`src/rtl/invaders_pkg.sv`:
```
// Shared geometry, movement steps, start position and fleet state encoding
// for the invader fleet and its helpers.
package invaders_pkg;

    localparam int CELL_W    = 32;
    localparam int CELL_H    = 24;
    localparam int BOX_OFF_X = 4;
    localparam int BOX_OFF_Y = 4;
    localparam int BOX_W     = 24;
    localparam int BOX_H     = 16;
    localparam int STEP_X    = 8;
    localparam int STEP_Y    = 16;

    localparam logic [9:0] START_X = 10'd64;
    localparam logic [9:0] START_Y = 10'd48;

    typedef enum logic [2:0] {
        MARCH,
        STEP,
        DROP,
        CLEARED,
        LANDED
    } fleet_state_t;

endpackage

```
`src/rtl/fleet_extent.sv`:
```
// Combinational bounds of the live fleet: leftmost and rightmost occupied
// column and the lowest occupied row. All zeros when nothing is alive.
module fleet_extent
    import invaders_pkg::*;
#(
    parameter int ROWS  = 4,
    parameter int COLS  = 8,
    parameter int COL_W = 3,
    parameter int ROW_W = 2
) (
    input  logic [ROWS*COLS-1:0] alive,
    output logic [COL_W-1:0]     left_col,
    output logic [COL_W-1:0]     right_col,
    output logic [ROW_W-1:0]     bottom_row
);

    logic [COLS-1:0] col_any;
    logic [ROWS-1:0] row_any;

    always_comb begin
        col_any = '0;
        row_any = '0;
        for (int r = 0; r < ROWS; r++) begin
            for (int c = 0; c < COLS; c++) begin
                if (alive[r*COLS+c]) begin
                    col_any[c] = 1'b1;
                    row_any[r] = 1'b1;
                end
            end
        end
    end

    // Scanning in opposite directions lets the last match win for each bound.
    always_comb begin
        left_col   = '0;
        right_col  = '0;
        bottom_row = '0;
        for (int c = COLS - 1; c >= 0; c--) begin
            if (col_any[c]) left_col = COL_W'(c);
        end
        for (int c = 0; c < COLS; c++) begin
            if (col_any[c]) right_col = COL_W'(c);
        end
        for (int r = 0; r < ROWS; r++) begin
            if (row_any[r]) bottom_row = ROW_W'(r);
        end
    end

endmodule

```
`src/rtl/invader_fleet.sv`:
```
// Marching alien fleet: paced stepping that speeds up as aliens die, edge
// drops, projectile hit detection and win/lose terminal states.
module invader_fleet
    import invaders_pkg::*;
#(
    parameter int ROWS            = 4,
    parameter int COLS            = 8,
    parameter int TICKS_PER_ALIEN = 2500,
    parameter int SCREEN_W        = 640,
    parameter int PLAYER_Y        = 440
) (
    input  logic                 clk,
    input  logic                 reset,
    input  logic                 enable,
    input  logic                 proj_valid,
    input  logic [9:0]           proj_x,
    input  logic [9:0]           proj_y,
    output logic                 collision,
    output logic [9:0]           fleet_x,
    output logic [9:0]           fleet_y,
    output logic [ROWS*COLS-1:0] alive,
    output logic [5:0]           aliens_left,
    output logic                 all_dead,
    output logic                 landed
);

    localparam int N     = ROWS * COLS;
    localparam int COL_W = (COLS > 1) ? $clog2(COLS) : 1;
    localparam int ROW_W = (ROWS > 1) ? $clog2(ROWS) : 1;
    localparam int CNT_W = $clog2(TICKS_PER_ALIEN * N + 1);

    fleet_state_t state, state_next;
    logic [CNT_W-1:0] cnt, cnt_next;
    logic [CNT_W:0]   cnt_inc, limit;
    logic             dir_right, dir_next;
    logic [9:0]       x_next, y_next;
    logic [N-1:0]     hit_vec, alive_next;
    logic [5:0]       left_next;
    logic             hit_any, query, playing;
    logic [COLS-1:0]  col_hit;
    logic [ROWS-1:0]  row_hit;
    logic [COL_W-1:0] left_col, right_col;
    logic [ROW_W-1:0] bottom_row;
    logic [10:0]      px, py, fx, fy;
    logic             edge_right, edge_left, touch_down;

    assign playing = (state != CLEARED) && (state != LANDED);
    assign query   = enable && proj_valid && playing;
    assign px      = {1'b0, proj_x};
    assign py      = {1'b0, proj_y};
    assign fx      = {1'b0, fleet_x};
    assign fy      = {1'b0, fleet_y};

    // Boxes never overlap, so per-column and per-row hits combine into at most one alien.
    always_comb begin
        col_hit = '0;
        row_hit = '0;
        hit_vec = '0;
        for (int c = 0; c < COLS; c++) begin
            col_hit[c] = (px >= fx + 11'(c*CELL_W + BOX_OFF_X)) &&
                         (px <  fx + 11'(c*CELL_W + BOX_OFF_X + BOX_W));
        end
        for (int r = 0; r < ROWS; r++) begin
            row_hit[r] = (py >= fy + 11'(r*CELL_H + BOX_OFF_Y)) &&
                         (py <  fy + 11'(r*CELL_H + BOX_OFF_Y + BOX_H));
        end
        for (int r = 0; r < ROWS; r++) begin
            for (int c = 0; c < COLS; c++) begin
                hit_vec[r*COLS+c] = query && row_hit[r] && col_hit[c] && alive[r*COLS+c];
            end
        end
    end

    assign hit_any    = |hit_vec;
    assign alive_next = alive & ~hit_vec;
    assign left_next  = aliens_left - {5'd0, hit_any};

    // Bounds follow the post-hit bitmap so a column emptied this cycle is already ignored.
    fleet_extent #(
        .ROWS  (ROWS),
        .COLS  (COLS),
        .COL_W (COL_W),
        .ROW_W (ROW_W)
    ) u_extent (
        .alive      (alive_next),
        .left_col   (left_col),
        .right_col  (right_col),
        .bottom_row (bottom_row)
    );

    assign edge_right = fx + (11'(right_col) + 11'd1) * 11'(CELL_W) + 11'(STEP_X) > 11'(SCREEN_W);
    assign edge_left  = fx + 11'(left_col) * 11'(CELL_W) < 11'(STEP_X);
    assign touch_down = {1'b0, fleet_y + 10'(STEP_Y)} + (11'(bottom_row) + 11'd1) * 11'(CELL_H)
                        >= 11'(PLAYER_Y);

    assign limit   = (CNT_W+1)'(TICKS_PER_ALIEN * int'(aliens_left));
    assign cnt_inc = {1'b0, cnt} + (CNT_W+1)'(1);

    always_comb begin
        state_next = state;
        cnt_next   = cnt;
        dir_next   = dir_right;
        x_next     = fleet_x;
        y_next     = fleet_y;
        case (state)
            MARCH: begin
                if (enable) begin
                    if (cnt_inc >= limit) begin
                        state_next = STEP;
                        cnt_next   = '0;
                    end else begin
                        cnt_next = cnt_inc[CNT_W-1:0];
                    end
                end
            end
            STEP: begin
                if (enable && left_next != 6'd0) begin
                    if (dir_right ? edge_right : edge_left) begin
                        state_next = DROP;
                    end else begin
                        x_next     = dir_right ? fleet_x + 10'(STEP_X) : fleet_x - 10'(STEP_X);
                        state_next = MARCH;
                    end
                end
            end
            DROP: begin
                if (enable && left_next != 6'd0) begin
                    y_next     = fleet_y + 10'(STEP_Y);
                    dir_next   = ~dir_right;
                    state_next = touch_down ? LANDED : MARCH;
                end
            end
            default: ;
        endcase
        if (playing && left_next == 6'd0) state_next = CLEARED;
    end

    always_ff @(posedge clk or negedge reset) begin
        if (!reset) begin
            state       <= MARCH;
            cnt         <= '0;
            dir_right   <= 1'b1;
            fleet_x     <= START_X;
            fleet_y     <= START_Y;
            alive       <= '1;
            aliens_left <= 6'(N);
            collision   <= 1'b0;
        end else begin
            state       <= state_next;
            cnt         <= cnt_next;
            dir_right   <= dir_next;
            fleet_x     <= x_next;
            fleet_y     <= y_next;
            alive       <= alive_next;
            aliens_left <= left_next;
            collision   <= hit_any;
        end
    end

    assign all_dead = (state == CLEARED);
    assign landed   = (state == LANDED);

endmodule

```
`config.mk`:
```
export PLATFORM = sky130hd
export DESIGN_NAME = invader_fleet
export DESIGN_NICKNAME = d
export VERILOG_FILES = /design/src/rtl/invaders_pkg.sv /design/src/rtl/fleet_extent.sv /design/src/rtl/invader_fleet.sv
export SDC_FILE = /design/constraint.sdc
export NUM_CORES = 1
export LEC_CHECK = 0
export BUFFER_PORTS_ARGS = -buffer_cell sky130_fd_sc_hd__buf_2
export CAP_MARGIN = 10
export CORE_MARGIN = 2
export CORE_UTILIZATION = 50
export CTS_CLUSTER_SIZE = 12
export DETAILED_ROUTE_END_ITERATION = 12
export PLACE_DENSITY = 0.73
export SLEW_MARGIN = 20
export SYNTH_ARGS = -nofsm -noshare
export SYNTH_HDL_FRONTEND = slang
export SYNTH_SLANG_ARGS = --single-unit
```
`constraint.sdc`:
```
create_clock -name clk -period 7.7 [get_ports clk]
set_input_delay 0 -clock clk [delete_from_list [all_inputs] [get_ports clk]]
set_output_delay 0 -clock clk [all_outputs]
set_load 0.005 [all_outputs]
```
==> impl_metrics.toml <==
[worst_setup_path]
critPathMaxFanout = 11
setup.worst_path.class = "reg -> reg"
path_common_cell = "ha_1"
critPathSlowestCell = "or4_1"
rr_startpoint = "fleet_x[3]"
cp.arrival_ps = 7300
start_kind = "register"
cp-startpoint = "fleet_x[3]"
worst_path_largest_cell_delay_ps = 690
critPathTopFamily = "simple AND/OR/NAND/NOR gates"
r2r_slack_ps = 630
required_ps = 7920
crit_buf_inv = 2
crit_path_end_kind = "register"

[detailed_routing]
detail_route.first_pass.iterations = 5
drtAntennaViolNets = 0
totalWireLength_mm = 23.65
drtIter0Drc = 533
wl_per_cell_um = 17.38
routed-via-count = 7921
remaining_drc_errors = 0
routed_via_density = 5.820

[place]
hpwlAfterDp_mm = 18.57
dp.cells = 1344
gp_congestion = 0.9410
port_buffers = 73

[floorplan]
start_util_pct = 50.80
die-area_mm2 = 0.01935
rows = 49
fp.dieH_um = 139.1
die_width_um = 139.1
core_mm2 = 0.01796
pin_count = 85

[sta]
rsz0062_at_grt = "false"
max-slew-margin-rel_pct = 37.37
worst_pin_slew_ps = 939.4
setup_viol = 0
min_period_ps = 7073
period_share_pct = 91.86
finalMaxSlewViolations = 0
max_freq_ghz = 0.1414
whs_ps = 22.14
tns_ps = 0
clock_skew_ps = 3.657
hold_violations = 0

[yosys]
netlist.area_leader.share_pct = 24.95
yosysWarnings = 0
syn_inst = 1062
synth_most_common_cell = "ha_1"
synth_edf_count = 0
synth_area_leaders = "ha_1 (25%), dfstp_2 (11%), dfrtp_1 (9.9%), xnor2_1 (7.4%), inv_1 (4.6%)"
yosysUniqueCellTypes = 78
ys.flop_type = "dfstp_2"
syn_area_mm2 = 0.009126
synthArstFlopShare_pct = 100.0
synth_area_per_cell_um2 = 8.593
ys_seq_area_share_pct = 20.52
synth-seq-cells = 73
synth_common_cells = "ha_1 (182), inv_1 (112), a21oi_1 (79), xnor2_1 (77), nand2_1 (67)"
synth_top_cell_by_area = "ha_1"

[power]
p_clk_share_pct = 11.3
power.density_mw_per_mm2 = 381.6
swShare_pct = 49.46
intPower_mw = 1.925
p_comb_share_pct = 73.6
seqPwrFrac_pct = 15.0
vdd_drop_max_v = 0.0003257
p_leak_nw = 5.015
p_switching_mw = 1.883
finalPower_mw = 3.808

[run]
cap_violations = 0

[hold_path]
min_from = "enable"
holdCritPathClass = "in -> reg"

[global_routing]
grt_pass1_vias = 7755
track_usage_pct = 24.63
grt_pass1_wl_mm = 39.19
grt_start_max_net_pins = 74
grt_antenna_before_repair = 0
grt-ovfl-total = 0

[cells_and_area]
area_delta_synth_final_pct = 9.350
finalCoreUtilization_pct = 55.55
fillers = 1674
instances_no_fill = 1361
layout-drive-gt1-share_pct = 13.96
diodes = 0
final_nets = 1343

[clocking]
numClockSinks = 73
cts_root_buf = "clkbuf_16"
clk_pin_slew_ps = 60
cts_tree = "yes"
clk_latency_ps = 340
postCtsSetupRepairBufs = 0
cts_buffer_depth = 2
cts_buffers = 9
htreeDepth = 3

[outcome]
status = "finished, final reports clean"
## through the flow
stage          setup WS [ps]  instance area, um^2
3_3_place_gp           753.9                 9662
5_1_grt                89.39                 9980
2_1_floorplan           1165                 9149
3_5_place_dp           686.9                 9662
4_1_cts                645.4                 9980
6_report               626.9                 9980
## state kept, by name (all words and copies together), names as in the netlist
register	count
fleet_y	6
fleet_x	7
alive	32
state	3
cnt	17
dir_right	1
aliens_left	6
collision	1
## layout make-up
| cell class | instances | area [um^2] | share of cell area [%] |
|---|---|---|---|
| sequential | 73 | 1873 | 18.77 |
| inverter | 115 | 431.7 | 4.325 |
| multi-input combinational | 847 | 6650 | 66.64 |
| timing repair buffer | 81 | 430.4 | 4.313 |
| tap | 229 | 286.5 | 2.871 |
| clock buffer | 12 | 256.5 | 2.570 |
| clock inverter | 4 | 51.30 | 0.5140 |
## timing repair
| item | 4_1_cts | 5_1_grt |
|---|---|---|
| hold buffers | 1 | 0 |
| hold endpoints to repair | 36 | 0 |
| resized for setup | 0 | 0 |
## worst register-to-register path, cell delays in order, from the launching register on
cell and delay [ps]:
dfrtp_1 580, inv_1 150, ha_1 300, inv_1 170, a21o_1 190, nand2_1 80, xnor2_1 130, ha_1 320
nand2_1 80, o22ai_1 60, a31o_2 220, or3_1 350, or2_2 350, o21a_1 220, or4b_1 600, nor2_1 230
o21ai_0 140, ha_1 310, ha_1 320, a21oi_1 210, nor2b_1 80, o21a_1 180, or2_2 270, a21oi_1 170
o22ai_1 180, or4_1 690, mux2_2 370
## per-layer routing
metal  track usage [%]  part of all wire [%]  vias to the layer above
li1                  -                     -                     3910
met1             32.13                    46                     3768
met2             41.92                    47                      202
met3             3.488                   3.9                       41
met4             8.400                   3.0                        0
met5                 0                     0                        -
## layout by cell type, fill, tap and decap left out, drive strengths merged, types with 6 or more instances in the layout
| cell | netlist | routed |
|---|---|---|
| dfrtp | 36 | 36 |
| inv | 113 | 113 |
| dfstp | 37 | 37 |
| nand4 | 15 | 15 |
| clkbuf | 15 | 12 |
| and3 | 14 | 14 |
| o21bai | 8 | 8 |
| conb | 1 | 7 |
| a22oi | 7 | 7 |
| nand2b | 10 | 10 |
| a21o | 24 | 24 |
| xnor2 | 77 | 77 |
| a2111oi | 7 | 7 |
| o211ai | 7 | 7 |
| a21oi | 81 | 81 |
| nand3 | 29 | 29 |
| nor2b | 16 | 16 |
| or4 | 6 | 6 |
| or2 | 6 | 6 |
| a31oi | 11 | 11 |
| xor2 | 24 | 24 |
| o21ai | 65 | 65 |
| nor3 | 13 | 13 |
| ha | 182 | 182 |
| fa | 10 | 10 |
| o22ai | 7 | 7 |
| nand2 | 68 | 68 |
| nor2 | 47 | 47 |
| buf | 18 | 80 |
| o21a | 25 | 25 |
## worst paths after layout
check / end / cells past startpoint
min reg2reg: alive[3] / 1
max reg2reg: fleet_x[4] / 26
min in group asynchronous: cnt[9] / 2
min: state[0] / 3
max: fleet_x[4] / 26
max in group asynchronous: fleet_y[8] / 2
## power by group through the flow
stage | clock (mW) | combinational, mW | sequential, mW
2_1_floorplan | 0 | 2.19 | 0.539
3_3_place_gp | 0 | 2.71 | 0.573
3_5_place_dp | 0 | 2.77 | 0.577
4_1_cts | 0.439 | 2.80 | 0.571
5_1_grt | 0.453 | 3.19 | 0.585
6_report | 0.431 | 2.80 | 0.572
## logic make-up after synthesis
family,share of synthesized area [%]
other cells,0.04109
xor+xnor,9.693
simple gates,13.81
compound gates,21.46
fa+ha+maj,27.15
buf+inv,6.855
mux,0.4798
flops,20.52
No activity file was read; power rests on OpenSTA's default activity.
